==> src/rtl/stack_mc_controller_pkg.sv <==
// Shared definitions for the stack-machine multicycle controller:
// opcode and state encodings, push-source selects, trap codes and the
// opcode classifier used by DECODE.
package stack_mc_controller_pkg;

  typedef enum logic [3:0] {
    OP_ADD  = 4'h0,
    OP_SUB  = 4'h1,
    OP_AND  = 4'h2,
    OP_NOT  = 4'h3,
    OP_PUSH = 4'h4,
    OP_POP  = 4'h5,
    OP_JMP  = 4'h6,
    OP_JZ   = 4'h7,
    OP_DUP  = 4'h8,
    OP_HALT = 4'hF
  } opcode_t;

  typedef enum logic [3:0] {
    S_FETCH,
    S_DECODE,
    S_LOAD_A,
    S_LOAD_B,
    S_EXEC,
    S_MEM_RD,
    S_PUSH_MDR,
    S_MEM_WR,
    S_JUMP,
    S_DUP1,
    S_DUP2,
    S_HALT,
    S_TRAP
  } state_t;

  // Instruction families as far as sequencing and stack checks care.
  typedef enum logic [2:0] {
    CLS_BIN,
    CLS_NOT,
    CLS_PUSH,
    CLS_POP,
    CLS_JUMP,
    CLS_DUP,
    CLS_HALT,
    CLS_ILLEGAL
  } op_class_t;

  localparam logic [1:0] SRC_MDR = 2'd0;
  localparam logic [1:0] SRC_ALU = 2'd1;
  localparam logic [1:0] SRC_A   = 2'd2;

  localparam logic [1:0] TRAP_NONE    = 2'b00;
  localparam logic [1:0] TRAP_UNDER   = 2'b01;
  localparam logic [1:0] TRAP_OVER    = 2'b10;
  localparam logic [1:0] TRAP_ILLEGAL = 2'b11;

  // Maps the low four opcode bits to an instruction family.
  function automatic op_class_t classify(input logic [3:0] op);
    op_class_t c;
    case (op)
      OP_ADD, OP_SUB, OP_AND: c = CLS_BIN;
      OP_NOT:                 c = CLS_NOT;
      OP_PUSH:                c = CLS_PUSH;
      OP_POP:                 c = CLS_POP;
      OP_JMP, OP_JZ:          c = CLS_JUMP;
      OP_DUP:                 c = CLS_DUP;
      OP_HALT:                c = CLS_HALT;
      default:                c = CLS_ILLEGAL;
    endcase
    return c;
  endfunction

endpackage

==> src/rtl/stack_mc_controller_if.sv <==
// Control bundle between the multicycle controller (master) and the
// stack-machine datapath/memory (slave).
interface stack_mc_controller_if #(
  parameter int OPW  = 4,
  parameter int SP_W = 3
);

  logic [OPW-1:0] opcode;
  logic           tos_zero;
  logic           mem_ready;

  logic           mem_read;
  logic           mem_write;
  logic           ir_write;
  logic           pc_inc;
  logic           pc_write;
  logic           addr_src;
  logic           mdr_en;
  logic           load_a;
  logic           load_b;
  logic [1:0]     alu_op;
  logic           push;
  logic           pop;
  logic [1:0]     stack_src;
  logic [SP_W:0]  depth;
  logic           halted;
  logic           trap;
  logic [1:0]     trap_code;

  modport master (
    input  opcode, tos_zero, mem_ready,
    output mem_read, mem_write, ir_write, pc_inc, pc_write, addr_src,
           mdr_en, load_a, load_b, alu_op, push, pop, stack_src,
           depth, halted, trap, trap_code
  );

  modport slave (
    output opcode, tos_zero, mem_ready,
    input  mem_read, mem_write, ir_write, pc_inc, pc_write, addr_src,
           mdr_en, load_a, load_b, alu_op, push, pop, stack_src,
           depth, halted, trap, trap_code
  );

endinterface

==> src/rtl/stack_mc_controller_depth_tracker.sv <==
// Stack occupancy counter. Tracks pushes/pops issued by the controller and
// exposes the full/empty/at-least-two flags DECODE uses for its traps.
module stack_depth_tracker #(
  parameter int SP_W = 3
) (
  input  logic          clk,
  input  logic          reset,
  input  logic          push,
  input  logic          pop,
  output logic [SP_W:0] depth,
  output logic          full,
  output logic          empty,
  output logic          ge2
);

  localparam logic [SP_W:0] DEPTH_V = {1'b1, {SP_W{1'b0}}};
  localparam logic [SP_W:0] ONE     = {{SP_W{1'b0}}, 1'b1};

  logic [SP_W:0] depth_q;

  // Occupancy register; push and pop are mutually exclusive by construction.
  always_ff @(posedge clk or posedge reset) begin
    if (reset) begin
      depth_q <= '0;
    end else if (push && !pop) begin
      depth_q <= depth_q + ONE;
    end else if (pop && !push) begin
      depth_q <= depth_q - ONE;
    end
  end

  assign depth = depth_q;
  assign full  = (depth_q == DEPTH_V);
  assign empty = ~|depth_q;
  assign ge2   = |depth_q[SP_W:1];

  // DECODE is responsible for never letting the counter wrap.
  property p_no_push_when_full;
    @(posedge clk) disable iff (reset) !(push && full);
  endproperty
  a_no_push_when_full: assert property (p_no_push_when_full);

  property p_no_pop_when_empty;
    @(posedge clk) disable iff (reset) !(pop && empty);
  endproperty
  a_no_pop_when_empty: assert property (p_no_pop_when_empty);

endmodule

==> src/rtl/stack_mc_controller.sv <==
// Multicycle controller for the stack-machine datapath. Sequences
// fetch/decode/execute, stalls on memory wait states, tracks stack depth
// and traps on underflow, overflow or illegal opcodes before any stack
// strobe is issued.
module stack_mc_controller
  import stack_mc_controller_pkg::*;
#(
  parameter int OPW  = 4,
  parameter int SP_W = 3
) (
  input  logic clk,
  input  logic reset,
  stack_mc_controller_if.master bus
);

  state_t     state_q, state_d;
  logic [1:0] trap_code_q, trap_code_d;

  logic [3:0] op_lo;
  logic       upper_zero;
  op_class_t  cls;
  logic       is_jz;
  logic       needs_two;
  logic       needs_one;
  logic       needs_room;
  logic       push_s, pop_s;
  logic       full, empty, ge2;

  assign op_lo      = bus.opcode[3:0];
  // Any set bit above the 4-bit opcode field makes the opcode illegal.
  assign upper_zero = ((bus.opcode >> 4) == '0);
  assign cls        = upper_zero ? classify(op_lo) : CLS_ILLEGAL;
  assign is_jz      = (op_lo == OP_JZ);

  assign needs_two  = (cls == CLS_BIN);
  assign needs_one  = (cls == CLS_NOT) || (cls == CLS_POP) ||
                      (cls == CLS_DUP) || ((cls == CLS_JUMP) && is_jz);
  assign needs_room = (cls == CLS_PUSH) || (cls == CLS_DUP);

  stack_depth_tracker #(.SP_W(SP_W)) u_depth (
    .clk   (clk),
    .reset (reset),
    .push  (push_s),
    .pop   (pop_s),
    .depth (bus.depth),
    .full  (full),
    .empty (empty),
    .ge2   (ge2)
  );

  // State and sticky trap code; reset aborts any instruction in flight.
  always_ff @(posedge clk or posedge reset) begin
    if (reset) begin
      state_q     <= S_FETCH;
      trap_code_q <= TRAP_NONE;
    end else begin
      state_q     <= state_d;
      trap_code_q <= trap_code_d;
    end
  end

  // Next-state logic: DECODE performs all stack checks before dispatch.
  always_comb begin
    state_d     = state_q;
    trap_code_d = trap_code_q;
    case (state_q)
      S_FETCH: begin
        if (bus.mem_ready) state_d = S_DECODE;
      end
      S_DECODE: begin
        if (cls == CLS_ILLEGAL) begin
          state_d     = S_TRAP;
          trap_code_d = TRAP_ILLEGAL;
        end else if ((needs_two && !ge2) || (needs_one && empty)) begin
          state_d     = S_TRAP;
          trap_code_d = TRAP_UNDER;
        end else if (needs_room && full) begin
          state_d     = S_TRAP;
          trap_code_d = TRAP_OVER;
        end else begin
          case (cls)
            CLS_BIN, CLS_NOT, CLS_DUP: state_d = S_LOAD_A;
            CLS_PUSH:                  state_d = S_MEM_RD;
            CLS_POP:                   state_d = S_MEM_WR;
            CLS_JUMP:                  state_d = S_JUMP;
            default:                   state_d = S_HALT;
          endcase
        end
      end
      S_LOAD_A: begin
        if (cls == CLS_BIN)      state_d = S_LOAD_B;
        else if (cls == CLS_NOT) state_d = S_EXEC;
        else                     state_d = S_DUP1;
      end
      S_LOAD_B:   state_d = S_EXEC;
      S_EXEC:     state_d = S_FETCH;
      S_MEM_RD: begin
        if (bus.mem_ready) state_d = S_PUSH_MDR;
      end
      S_PUSH_MDR: state_d = S_FETCH;
      S_MEM_WR: begin
        if (bus.mem_ready) state_d = S_FETCH;
      end
      S_JUMP:     state_d = S_FETCH;
      S_DUP1:     state_d = S_DUP2;
      S_DUP2:     state_d = S_FETCH;
      S_HALT:     state_d = S_HALT;
      S_TRAP:     state_d = S_TRAP;
      default:    state_d = S_FETCH;
    endcase
  end

  // Output decode: Moore per state, with the memory-completion strobes
  // qualified by mem_ready.
  always_comb begin
    bus.mem_read  = 1'b0;
    bus.mem_write = 1'b0;
    bus.ir_write  = 1'b0;
    bus.pc_inc    = 1'b0;
    bus.pc_write  = 1'b0;
    bus.addr_src  = 1'b0;
    bus.mdr_en    = 1'b0;
    bus.load_a    = 1'b0;
    bus.load_b    = 1'b0;
    bus.stack_src = SRC_MDR;
    push_s        = 1'b0;
    pop_s         = 1'b0;
    case (state_q)
      S_FETCH: begin
        bus.mem_read = 1'b1;
        bus.ir_write = bus.mem_ready;
        bus.pc_inc   = bus.mem_ready;
      end
      S_LOAD_A: begin
        pop_s      = 1'b1;
        bus.load_a = 1'b1;
      end
      S_LOAD_B: begin
        pop_s      = 1'b1;
        bus.load_b = 1'b1;
      end
      S_EXEC: begin
        push_s        = 1'b1;
        bus.stack_src = SRC_ALU;
      end
      S_MEM_RD: begin
        bus.mem_read = 1'b1;
        bus.addr_src = 1'b1;
        bus.mdr_en   = bus.mem_ready;
      end
      S_PUSH_MDR: begin
        push_s        = 1'b1;
        bus.stack_src = SRC_MDR;
      end
      S_MEM_WR: begin
        bus.mem_write = 1'b1;
        bus.addr_src  = 1'b1;
        pop_s         = bus.mem_ready;
      end
      S_JUMP: begin
        bus.addr_src = 1'b1;
        bus.pc_write = is_jz ? bus.tos_zero : 1'b1;
      end
      S_DUP1, S_DUP2: begin
        push_s        = 1'b1;
        bus.stack_src = SRC_A;
      end
      default: begin
      end
    endcase
  end

  assign bus.push      = push_s;
  assign bus.pop       = pop_s;
  assign bus.alu_op    = op_lo[1:0];
  assign bus.halted    = (state_q == S_HALT);
  assign bus.trap      = (state_q == S_TRAP);
  assign bus.trap_code = trap_code_q;

endmodule

==> src/flat_wrapper.sv <==
// flat-port wrapper written by rule: the top's interface ports become plain ports
module stack_mc_controller_flat import stack_mc_controller_pkg::*;
#(
  parameter int OPW  = 4,
  parameter int SP_W = 3
)
  (clk, reset, bus_opcode, bus_tos_zero, bus_mem_ready, bus_mem_read, bus_mem_write, bus_ir_write, bus_pc_inc, bus_pc_write, bus_addr_src, bus_mdr_en, bus_load_a, bus_load_b, bus_alu_op, bus_push, bus_pop, bus_stack_src, bus_depth, bus_halted, bus_trap, bus_trap_code);
  stack_mc_controller_if #(.OPW(OPW), .SP_W(SP_W)) bus_i ();
  input  logic clk;
  input  logic reset;
  input wire logic [$bits(bus_i.opcode)-1:0] bus_opcode;
  input wire logic [$bits(bus_i.tos_zero)-1:0] bus_tos_zero;
  input wire logic [$bits(bus_i.mem_ready)-1:0] bus_mem_ready;
  output wire logic [$bits(bus_i.mem_read)-1:0] bus_mem_read;
  output wire logic [$bits(bus_i.mem_write)-1:0] bus_mem_write;
  output wire logic [$bits(bus_i.ir_write)-1:0] bus_ir_write;
  output wire logic [$bits(bus_i.pc_inc)-1:0] bus_pc_inc;
  output wire logic [$bits(bus_i.pc_write)-1:0] bus_pc_write;
  output wire logic [$bits(bus_i.addr_src)-1:0] bus_addr_src;
  output wire logic [$bits(bus_i.mdr_en)-1:0] bus_mdr_en;
  output wire logic [$bits(bus_i.load_a)-1:0] bus_load_a;
  output wire logic [$bits(bus_i.load_b)-1:0] bus_load_b;
  output wire logic [$bits(bus_i.alu_op)-1:0] bus_alu_op;
  output wire logic [$bits(bus_i.push)-1:0] bus_push;
  output wire logic [$bits(bus_i.pop)-1:0] bus_pop;
  output wire logic [$bits(bus_i.stack_src)-1:0] bus_stack_src;
  output wire logic [$bits(bus_i.depth)-1:0] bus_depth;
  output wire logic [$bits(bus_i.halted)-1:0] bus_halted;
  output wire logic [$bits(bus_i.trap)-1:0] bus_trap;
  output wire logic [$bits(bus_i.trap_code)-1:0] bus_trap_code;
  assign bus_i.opcode = bus_opcode;
  assign bus_i.tos_zero = bus_tos_zero;
  assign bus_i.mem_ready = bus_mem_ready;
  assign bus_mem_read = bus_i.mem_read;
  assign bus_mem_write = bus_i.mem_write;
  assign bus_ir_write = bus_i.ir_write;
  assign bus_pc_inc = bus_i.pc_inc;
  assign bus_pc_write = bus_i.pc_write;
  assign bus_addr_src = bus_i.addr_src;
  assign bus_mdr_en = bus_i.mdr_en;
  assign bus_load_a = bus_i.load_a;
  assign bus_load_b = bus_i.load_b;
  assign bus_alu_op = bus_i.alu_op;
  assign bus_push = bus_i.push;
  assign bus_pop = bus_i.pop;
  assign bus_stack_src = bus_i.stack_src;
  assign bus_depth = bus_i.depth;
  assign bus_halted = bus_i.halted;
  assign bus_trap = bus_i.trap;
  assign bus_trap_code = bus_i.trap_code;
  stack_mc_controller #(.OPW(OPW), .SP_W(SP_W)) u_core (.clk(clk), .reset(reset), .bus(bus_i));
endmodule
==> config.mk <==
export PLATFORM = sky130hd
export DESIGN_NAME = stack_mc_controller_flat
export DESIGN_NICKNAME = d
export VERILOG_FILES = /design/src/rtl/stack_mc_controller_pkg.sv /design/src/rtl/stack_mc_controller_if.sv /design/src/rtl/stack_mc_controller_depth_tracker.sv /design/src/rtl/stack_mc_controller.sv /design/src/flat_wrapper.sv
export SDC_FILE = /design/constraint.sdc
export NUM_CORES = 1
export LEC_CHECK = 0
export ABC_AREA = 1
export CAP_MARGIN = 10
export CORE_MARGIN = 4
export CORE_UTILIZATION = 49
export CTS_CLUSTER_DIAMETER = 200
export DETAILED_ROUTE_END_ITERATION = 10
export PLACE_DENSITY = 0.91
export SETUP_SLACK_MARGIN = 0.5
export SLEW_MARGIN = 10
export SYNTH_ARGS = -nofsm -noshare
export SYNTH_HDL_FRONTEND = slang
export SYNTH_SLANG_ARGS = --single-unit
==> constraint.sdc <==
create_clock -name clk -period 4.2 [get_ports clk]
set_input_delay 1.05 -clock clk [delete_from_list [all_inputs] [get_ports clk]]
set_output_delay 1.05 -clock clk [all_outputs]
set_load 0.01 [all_outputs]
# Word level (Yosys, flattened, before mapping)
# Memory sizes are Yosys's and may differ from the RTL's.
# Cells that the tools add are included.
[totals]
wordCells = 85
romBits = 48
memories = 1
reg_bits = 10
[op_classes]
addsub = 2
reduce_logical = 29
n_mux = 27
eq_ne = 23
[memory_table]
columns = ["memory", "words", "width", "read_ports", "rd_clocked_by_memory_dff", "wr", "line", "text"]
rows = [
  ["(no name shown)", 16, 3, 1, 0, 0, "stack_mc_controller_pkg.sv:59", "case (op)"],
]
[ops]
columns = ["op", "count"]
rows = [
  ["two-way mux 4 bit", 10],
  ["one-hot mux 4 bit (9 select lines)", 1],
  ["equality test 4 bit, second input constant", 6],
  ["equality test 4 x 3 -> 1 bit, second input constant", 5],
  ["one-hot mux 4 bit (4 select lines)", 1],
  ["two-way mux 1 bit", 10],
  ["equality test 3 bit, second input constant", 3],
  ["OR reduction 3 bit", 3],
  ["equality test 4 x 2 -> 1 bit, second input constant", 2],
  ["OR reduction 4 bit", 2],
  ["equality test 3 x 2 -> 1 bit, second input constant", 2],
  ["logical AND 1 bit", 6],
  ["two-way mux 2 bit", 3],
  ["!= test 2 bit, second input constant", 3],
  ["OR reduction 2 bit", 3],
  ["logical OR 1 bit", 5],
  ["adder 4 x 1 -> 4 bit, second input constant", 1],
  ["equality test 4 x 1 -> 1 bit, second input constant", 1],
  ["zero test 1 bit", 4],
  ["zero test 4 bit", 1],
  ["one-hot mux 2 bit (2 select lines)", 1],
  ["subtractor 4 x 1 -> 4 bit, second input constant", 1],
  ["equality test 3 x 1 -> 1 bit, second input constant", 1],
  ["zero test 3 bit", 1],
  ["other kinds (5)", 5],
]

# Logic depth before layout (Yosys ltp)
# Gate-level depths: netlist of the first run.
# An unclocked memory read counts as a cell.
[logic_depth]
ltp_word = 10
depth_mapped = 16
ltp_nobuf = 16

# By module
# From an unflattened synthesis of the first run, not the netlist that was laid out.
[hier_totals]
hier_cells = 160
hier_area_um2 = 984.7
[modules_own_cells]
columns = ["mod", "area_each_um2", "seq_area_each_um2", "instances", "cells_each"]
rows = [
  ["stack_mc_controller", 680.7, 150.1, 1, 119],
  ["stack_depth_tracker", 304.0, 100.1, 1, 41],
]

# Worst setup path before layout of the first run
# No wires, ideal clock.
[synth_timing]
path_type = "input port to flip-flop"
from = "in bus_mem_ready"
to = "reg u_core.u_depth.depth_q[3], in the netlist u_core.u_depth.depth[3]"
n_path_buf = 0
t_arrival_ns = 2.465
cell_stages = 12
path_slack_ns = 1.656
path_cell_list = "inv_1 o22ai_2 inv_2 ha_1 inv_1 ha_1 nand2_1 nand2_1 a21oi_1 o21bai_1 a21oi_1 xor2_1"
[synth_between]
elab_chain_cells = 4
[synth_rtl]
columns = ["element", "line", "text"]
rows = [
  ["start, declared", "flat_wrapper.sv:13", "input wire logic [$bits(bus_i.mem_ready)-1:0] bus_mem_ready;"],
  ["one-hot mux 1 bit (2 select lines) *", "stack_mc_controller.sv:128", "case (state_q)"],
  ["via bus_pop", "flat_wrapper.sv:25", "output wire logic [$bits(bus_i.pop)-1:0] bus_pop;"],
  ["zero test 1 bit", "stack_mc_controller_depth_tracker.sv:25", "end else if (push && !pop) begin"],
  ["logical AND 1 bit", "stack_mc_controller_depth_tracker.sv:25", ""],
  ["two-way mux 4 bit / nonzero test 2 bit (equally long branches)", "-", ""],
  ["end signal, assigned", "stack_mc_controller_depth_tracker.sv:26", "depth_q <= depth_q + ONE;"],
  ["end signal, assigned", "stack_mc_controller_depth_tracker.sv:28", "depth_q <= depth_q - ONE;"],
  ["end, declared", "stack_mc_controller_depth_tracker.sv:19", "logic [SP_W:0] depth_q;"],
]
# The timed path passes the listed nets; every way through them passes the cells marked *.
# A chain may end at the register's enable or synchronous reset.

# Worst setup path in the final report of the first run
[layout_timing]
from = "in bus_opcode[3]"
to = "out bus_pc_write"
[layout_between]
elab_chain_cells = 3
[layout_rtl]
columns = ["element", "line", "text"]
rows = [
  ["start, declared", "flat_wrapper.sv:11", "input wire logic [$bits(bus_i.opcode)-1:0] bus_opcode;"],
  ["equality test 4 x 3 -> 1 bit", "stack_mc_controller.sv:33", "assign is_jz = (op_lo == OP_JZ);"],
  ["two-way mux 1 bit", "stack_mc_controller.sv:162", "bus.pc_write = is_jz ? bus.tos_zero : 1'b1;"],
  ["two-way mux 1 bit", "stack_mc_controller.sv:128", ""],
  ["end, declared", "flat_wrapper.sv:18", "output wire logic [$bits(bus_i.pc_write)-1:0] bus_pc_write;"],
]
# No other way between the ends.

==> flow_metrics.tcl, run 1 <==
set metrics [dict create \
    run_status "finished clean" \
    wl_per_cell_um 12.71 \
    die_area_um2 2694 \
    cp_common_cell "clkdlybuf4s50_1" \
    via_per_inst 5.289 \
    drv_cap 0 \
    area_growth_pct 35.36 \
    holdPathEnd "u_core.bus.trap_code[1]$_DFFE_PP0P_" \
    ctsHoldBuffers 0 \
    setup_tns_ns 0 \
    yosysMostFrequentCell "nand2_1" \
    synth_fp_nets 158 \
    holdCritStartpoint "u_core.bus.trap_code[1]$_DFFE_PP0P_" \
    synth_top_area_frac 0.2649 \
    num_antenna_cells 0 \
    multi_input_area_um2 559.3 \
    synth_cells 146 \
    ys_top_cells_by_area "dfrtp_1, nand2_1, inv_1" \
    drive_above_1_share 0.1023 \
    crit_chain "clkdlybuf4s50_1 -> nor2_1 -> a21oi_1 -> clkdlybuf4s50_1" \
    vias 1063 \
    port-buffer-count 30 \
    critPathCaptureType "output pin" \
    syn_area_per_cell_um2 6.470 \
    place_congestion 0.8664 \
    synth_edf_count 0 \
    critPathKind "in2out" \
    cts_htree_levels 1 \
    drtAntennaViolNets 0 \
    rsz0062_at_grt "no" \
    clk_pin_slew_ns 0.06 \
    setup_viol 0 \
    synth_flop_cell "dfrtp_1" \
    fmax_ghz 0.2844 \
    cts_tree "yes" \
    worstSkewPairLatency_ns 0.27 \
    fp.dieH_um 51.91 \
    crit_required_ns 3.15 \
    fillCellCount 152 \
    cts_buffer_depth 2 \
    cp-start-kind "input pin" \
    max_stage_delay_ns 0.64 \
    dp_slack_ns 0.7044 \
    hold_depth 2 \
    critPathMaxFanout 8 \
    p_leak_nw 0.6299 \
    grt_pass1_wl_mm 4.250 \
    dp_hpwl_mm 2.117 \
    initial_core_util 0.5298 \
    rows 15 \
    maxSlewViolCount 0 \
    gr-total-overflow 0 \
    powerDensity_nw_per_um2 672.4 \
    async_reset_ff_frac 1.000 \
    vdd_drop_max_mv 0.4561 \
    worst_slack_ns 0.6844 \
    grt_pass1_vias 1023 \
    max_slew.worst_pin.slew_ns 0.3837 \
    wirelength_mm 2.555 \
    io_pins 31 \
    worstPathArrival_ns 2.47 \
    syn_area_um2 944.7 \
    die_x_um 51.91 \
    rr_worst_depth 13 \
    core-area_um2 1783 \
    synth_top_area_cell "dfrtp_1" \
    ys_ff_latch 10 \
    rr_endpoint "u_core.u_depth.depth[3]$_DFFE_PP0P_" \
    yosysSeqAreaShare 0.2649 \
    reg2reg_from "u_core.state_q[2]$_DFFE_PP0P_" \
    antenna_found_initial 0 \
    drcViolationCount 0 \
    skew_ns 0.002687 \
    critPathSlowestCell "clkdlybuf4s50_1" \
    hold_path_class "reg2reg" \
    finalHoldViolations 0 \
    grt_max_degree 11 \
    yosysWarnings 0 \
    register_area_um2 250.2 \
    post_cts_buffers 0 \
    reg2reg_slack_ns 1.64 \
    fin_worst_hold_slack_ns 0.4701 \
    firstDrtPassIters 4 \
    synth_cell_types 28 \
    slew_headroom 0.7439 \
    root_buffer "clkbuf_4" \
    period_share 0.8370 \
    cts_sinks 10 \
    cts_buffers 3 \
    drt_iter0_drc 27 \
    min_period_ns 3.516 \
    gr-usage-all-layers 0.2057 \
    yosys-top-cells-count "nand2_1, inv_1, nor2_1, dfrtp_1, nand3_1" \
    ctsResizeCount 0 \
    final_nets 189 \
]
placed cells by master (no fill, tap or decap), types with 2 or more instances in the layout:
| master | count |
|---|---|
| nor3_1 | 5 |
| ha_1 | 3 |
| clkbuf_4 | 3 |
| a21oi_1 | 5 |
| inv_1 | 20 |
| clkinv_1 | 3 |
| dfrtp_1 | 10 |
| nand2_2 | 2 |
| nand3_1 | 10 |
| inv_2 | 4 |
| xnor2_1 | 2 |
| clkdlybuf4s50_1 | 30 |
| o21ai_0 | 4 |
| nor2_2 | 4 |
| nand2_1 | 41 |
| nor2_1 | 14 |
| o21bai_1 | 4 |
critical path, delay by kind of cell:
kind / cells / cell delay, ns
buf+inv: 2 / 1.19
simple gates: 1 / 0.10
compound gates: 1 / 0.13
cell type report:
type,instances,share of cell area
clock buffer,4,0.02838
inverter,27,0.07926
multi-input combinational,105,0.4374
sequential,10,0.1957
tap,25,0.02446
timing repair buffer,30,0.2348
power breakdown:
part / switching [W] / internal [W]
registers: 0.0000634 / 0.000144
clock network: 0.0000337 / 0.0000527
logic: 0.000296 / 0.000270
total: 0.000393 / 0.000467
flip-flops by register name (all words and copies together), names as in the netlist:
signal and flops:
u_core.bus.trap_code 2, u_core.state_q 4, u_core.u_depth.depth 4
worst max path at each step:
stage	start	cells past startpoint	end	slack [ns]
2_1_floorplan	bus_mem_ready	12	u_core.u_depth.depth[3]$_DFFE_PP0P_	1.66
3_3_place_gp	bus_opcode[3]	4	bus_pc_write	0.71
3_5_place_dp	bus_opcode[1]	5	bus_pc_write	0.70
4_1_cts	bus_opcode[1]	5	bus_pc_write	0.69
5_1_grt	bus_opcode[3]	4	bus_pc_write	0.61
6_report	bus_opcode[3]	4	bus_pc_write	0.68
logic make-up (layout without fill, tap and decap cells):
group,count (synthesis),after routing,synth area share
flops,10,10,0.2649
xor+xnor,3,3,0.02782
buf+inv,31,61,0.1430
fa+ha+maj,4,4,0.06093
simple gates,82,82,0.3947
compound gates,16,16,0.1086
through the flow:
step	power, W	cells	cell area, um^2	utilization
after global routing	0.0009394	201	1279	0.7172
after floorplan	0.0005473	146	944.7	-
after detailed placement	0.0007735	197	1242	0.6968
after CTS	0.0008664	201	1279	0.7172
final	0.0008598	201	1279	0.7172
after global placement	0.0007436	197	1242	0.6968
per-layer routing:
layer | wire length (um) | GRT usage | up-vias
li1 | - | - | 515
met1 | 1054 | 0.2375 | 496
met2 | 1274 | 0.3598 | 45
met3 | 183 | 0.04298 | 7
met4 | 42 | 0.09170 | 0
met5 | 0 | 0 | -
Note: power is estimated with default switching activity, not from simulation.
==> run 2: changes to the inputs <==
--- a/config.mk
+++ b/config.mk
@@ -8,10 +8,10 @@
 export ABC_AREA = 1
 export CAP_MARGIN = 10
 export CORE_MARGIN = 4
-export CORE_UTILIZATION = 49
+export CORE_UTILIZATION = 41
 export CTS_CLUSTER_DIAMETER = 200
 export DETAILED_ROUTE_END_ITERATION = 10
-export PLACE_DENSITY = 0.91
+export PLACE_DENSITY = 0.82
 export SETUP_SLACK_MARGIN = 0.5
 export SLEW_MARGIN = 10
 export SYNTH_ARGS = -nofsm -noshare
==> constraint.sdc (replaced) <==
create_clock -name clk -period 3 [get_ports clk]
set_input_delay 0.75 -clock clk [delete_from_list [all_inputs] [get_ports clk]]
set_output_delay 0.75 -clock clk [all_outputs]
set_load 0.01 [all_outputs]
==> flow_metrics.tcl, run 2 (synthesis results as in run 1) <==
set metrics [dict create \
    finalHoldViolations 0 \
    drtAntennaViolNets 0 \
    crit_required_ns 2.25 \
    cp_num_buf_inv 2 \
    via_per_inst 4.760 \
    die_x_um 56 \
    fp.dieH_um 56 \
    reg2reg_from "u_core.state_q[2]$_DFFE_PP0P_" \
    final_nets 193 \
    wirelength_mm 2.303 \
    firstDrtPassIters 4 \
    port-buffer-count 30 \
    power.internal_w 0.0006575 \
    initial_core_util 0.4270 \
    vdd_drop_max_mv 0.5611 \
    critPathCaptureType "output pin" \
    critPathMaxFanout 2 \
    run_status "finished clean" \
    vias 990 \
    drive_above_1_share 0.1722 \
    cts_htree_levels 1 \
    antenna_found_initial 0 \
    critPathSlowestCell "clkdlybuf4s50_1" \
    setup_viol 0 \
    gr-total-overflow 0 \
    root_buffer "clkbuf_4" \
    hold_path_class "reg2reg" \
    drv_cap 0 \
    max_stage_delay_ns 0.52 \
    num_antenna_cells 0 \
    cts_buffer_depth 2 \
    swShare 0.4526 \
    powerDensity_nw_per_um2 893.9 \
    cts_tree "yes" \
    wl_per_cell_um 11.07 \
    slew_headroom 0.7664 \
    worstPathArrival_ns 1.70 \
    max_slew.worst_pin.slew_ns 0.3500 \
    period_share 0.8159 \
    critPathKind "in2out" \
    fin_worst_hold_slack_ns 0.4782 \
    pwr-share-seq 0.243 \
    gr-usage-all-layers 0.1465 \
    grt_max_degree 11 \
    min_period_ns 2.448 \
    holdCritStartpoint "u_core.bus.trap_code[0]$_DFFE_PP0P_" \
    cts_sinks 10 \
    rsz0062_at_grt "yes" \
    maxSlewViolCount 0 \
    startpoint "bus_opcode[3]" \
    most-common-layout-cells "nand2_1, inv_1, clkdlybuf4s50_1" \
    place_congestion 0.8754 \
    crit_chain "clkdlybuf4s50_1 -> nor2_4 -> a21oi_1 -> clkdlybuf4s15_1" \
    dp_hpwl_mm 1.957 \
    grt_pass1_wl_mm 3.884 \
    grt_pass1_vias 947 \
    critPathTopFamily "buffers and inverters" \
    area_growth_pct 42.25 \
    power_switching_w 0.0005436 \
    drt_iter0_drc 27 \
    final_common_cell "nand2_1" \
    die_area_um2 3136 \
    skew_ns 0.003567 \
    rows 17 \
    ctsHoldBuffers 0 \
    worstSkewPairLatency_ns 0.25 \
    fmax_ghz 0.4085 \
    io_pins 31 \
    combPwrFrac 0.663 \
    clk_pin_slew_ns 0.06 \
    power_frac_clock 0.094 \
    core-area_um2 2212 \
    cts_buffers 3 \
    cp-start-kind "input pin" \
    drcViolationCount 0 \
    p_leak_nw 0.7472 \
    setup_tns_ns 0 \
]
==> run 2: cell count changes in the layout (fill, tap and decap cells not counted), sizes merged <==
cell / change
buf: +4
clkdlybuf4s15: +2
dlygate4sd2: +6
dlymetal6s2s: +6
clkdlybuf4s50: -14
==> run 2: power by group through the flow <==
stage	logic (W)	registers (W)	clock network, W
3_3_place_gp	0.000767	0.000288	0
4_1_cts	0.000780	0.000290	0.000116
5_1_grt	0.000887	0.000308	0.000126
2_1_floorplan	0.000472	0.000294	0
3_5_place_dp	0.000780	0.000291	0
6_report	0.000797	0.000292	0.000113
==> run 2: layout make-up <==
| class | instances | area (um^2) |
|---|---|---|
| Fill cell | 215 | 868.3 |
| Multi-Input combinational cell | 105 | 580.6 |
| Timing Repair Buffer | 34 | 339.1 |
| Sequential cell | 10 | 251.5 |
| Inverter | 27 | 101.3 |
| Clock buffer | 4 | 36.28 |
| Tap cell | 28 | 35.03 |
==> run 2: through the flow <==
step / instance area, um^2 / setup slack, ns / util / total power, W / cells
5_1_grt: 1344 / 0.4811 / 0.6075 / 0.001321 / 208
2_1_floorplan: 944.7 / 0.5714 / - / 0.0007663 / 146
4_1_cts: 1301 / 0.4293 / 0.5882 / 0.001187 / 207
3_5_place_dp: 1269 / 0.1488 / 0.5735 / 0.001071 / 203
3_3_place_gp: 1269 / 0.1844 / 0.5735 / 0.001055 / 203
6_report: 1344 / 0.5523 / 0.6075 / 0.001201 / 208
==> run 2: layer usage <==
layer	GRT usage	up-vias	routed length, um
met3	0.02552	2	111
met2	0.2421	27	1084
met4	0.02373	0	19
met1	0.2020	438	1087
met5	0	-	0
li1	-	523	-
==> run 2: timing repair <==
action / CTS / global route
pin swaps: 1 / 2
resized for setup: 12 / 14
endpoints found under the hold margin: 0 / 0
endpoints found under the setup margin: 9 / 12
setup buffers: 0 / 1
==> run 2: worst register-to-register path: stages (launching register included) <==
cell and delay [ns]:
dfrtp_2 0.43, inv_1 0.11, nand2_1 0.11, nor3_2 0.19, o21bai_1 0.17, ha_2 0.25
inv_2 0.05, ha_1 0.26, nand2_1 0.06, nand2_1 0.06, a21oi_2 0.15, o21bai_1 0.07
a21oi_1 0.15, xor2_1 0.15
==> run 2: worst paths after layout <==
path / slack (ns) / endpoint / depth (start not counted)
hold / removal: 0.48 / u_core.bus.trap_code[0]$_DFFE_PP0P_ / 2
hold reg to reg: 0.48 / u_core.bus.trap_code[0]$_DFFE_PP0P_ / 2
setup reg to reg: 0.70 / u_core.u_depth.depth[3]$_DFFE_PP0P_ / 13
setup / recovery: 0.55 / bus_pc_write / 4
max in group asynchronous: 1.97 / u_core.state_q[2]$_DFFE_PP0P_ / 2
min in group asynchronous: 0.76 / u_core.state_q[3]$_DFFE_PP0P_ / 2
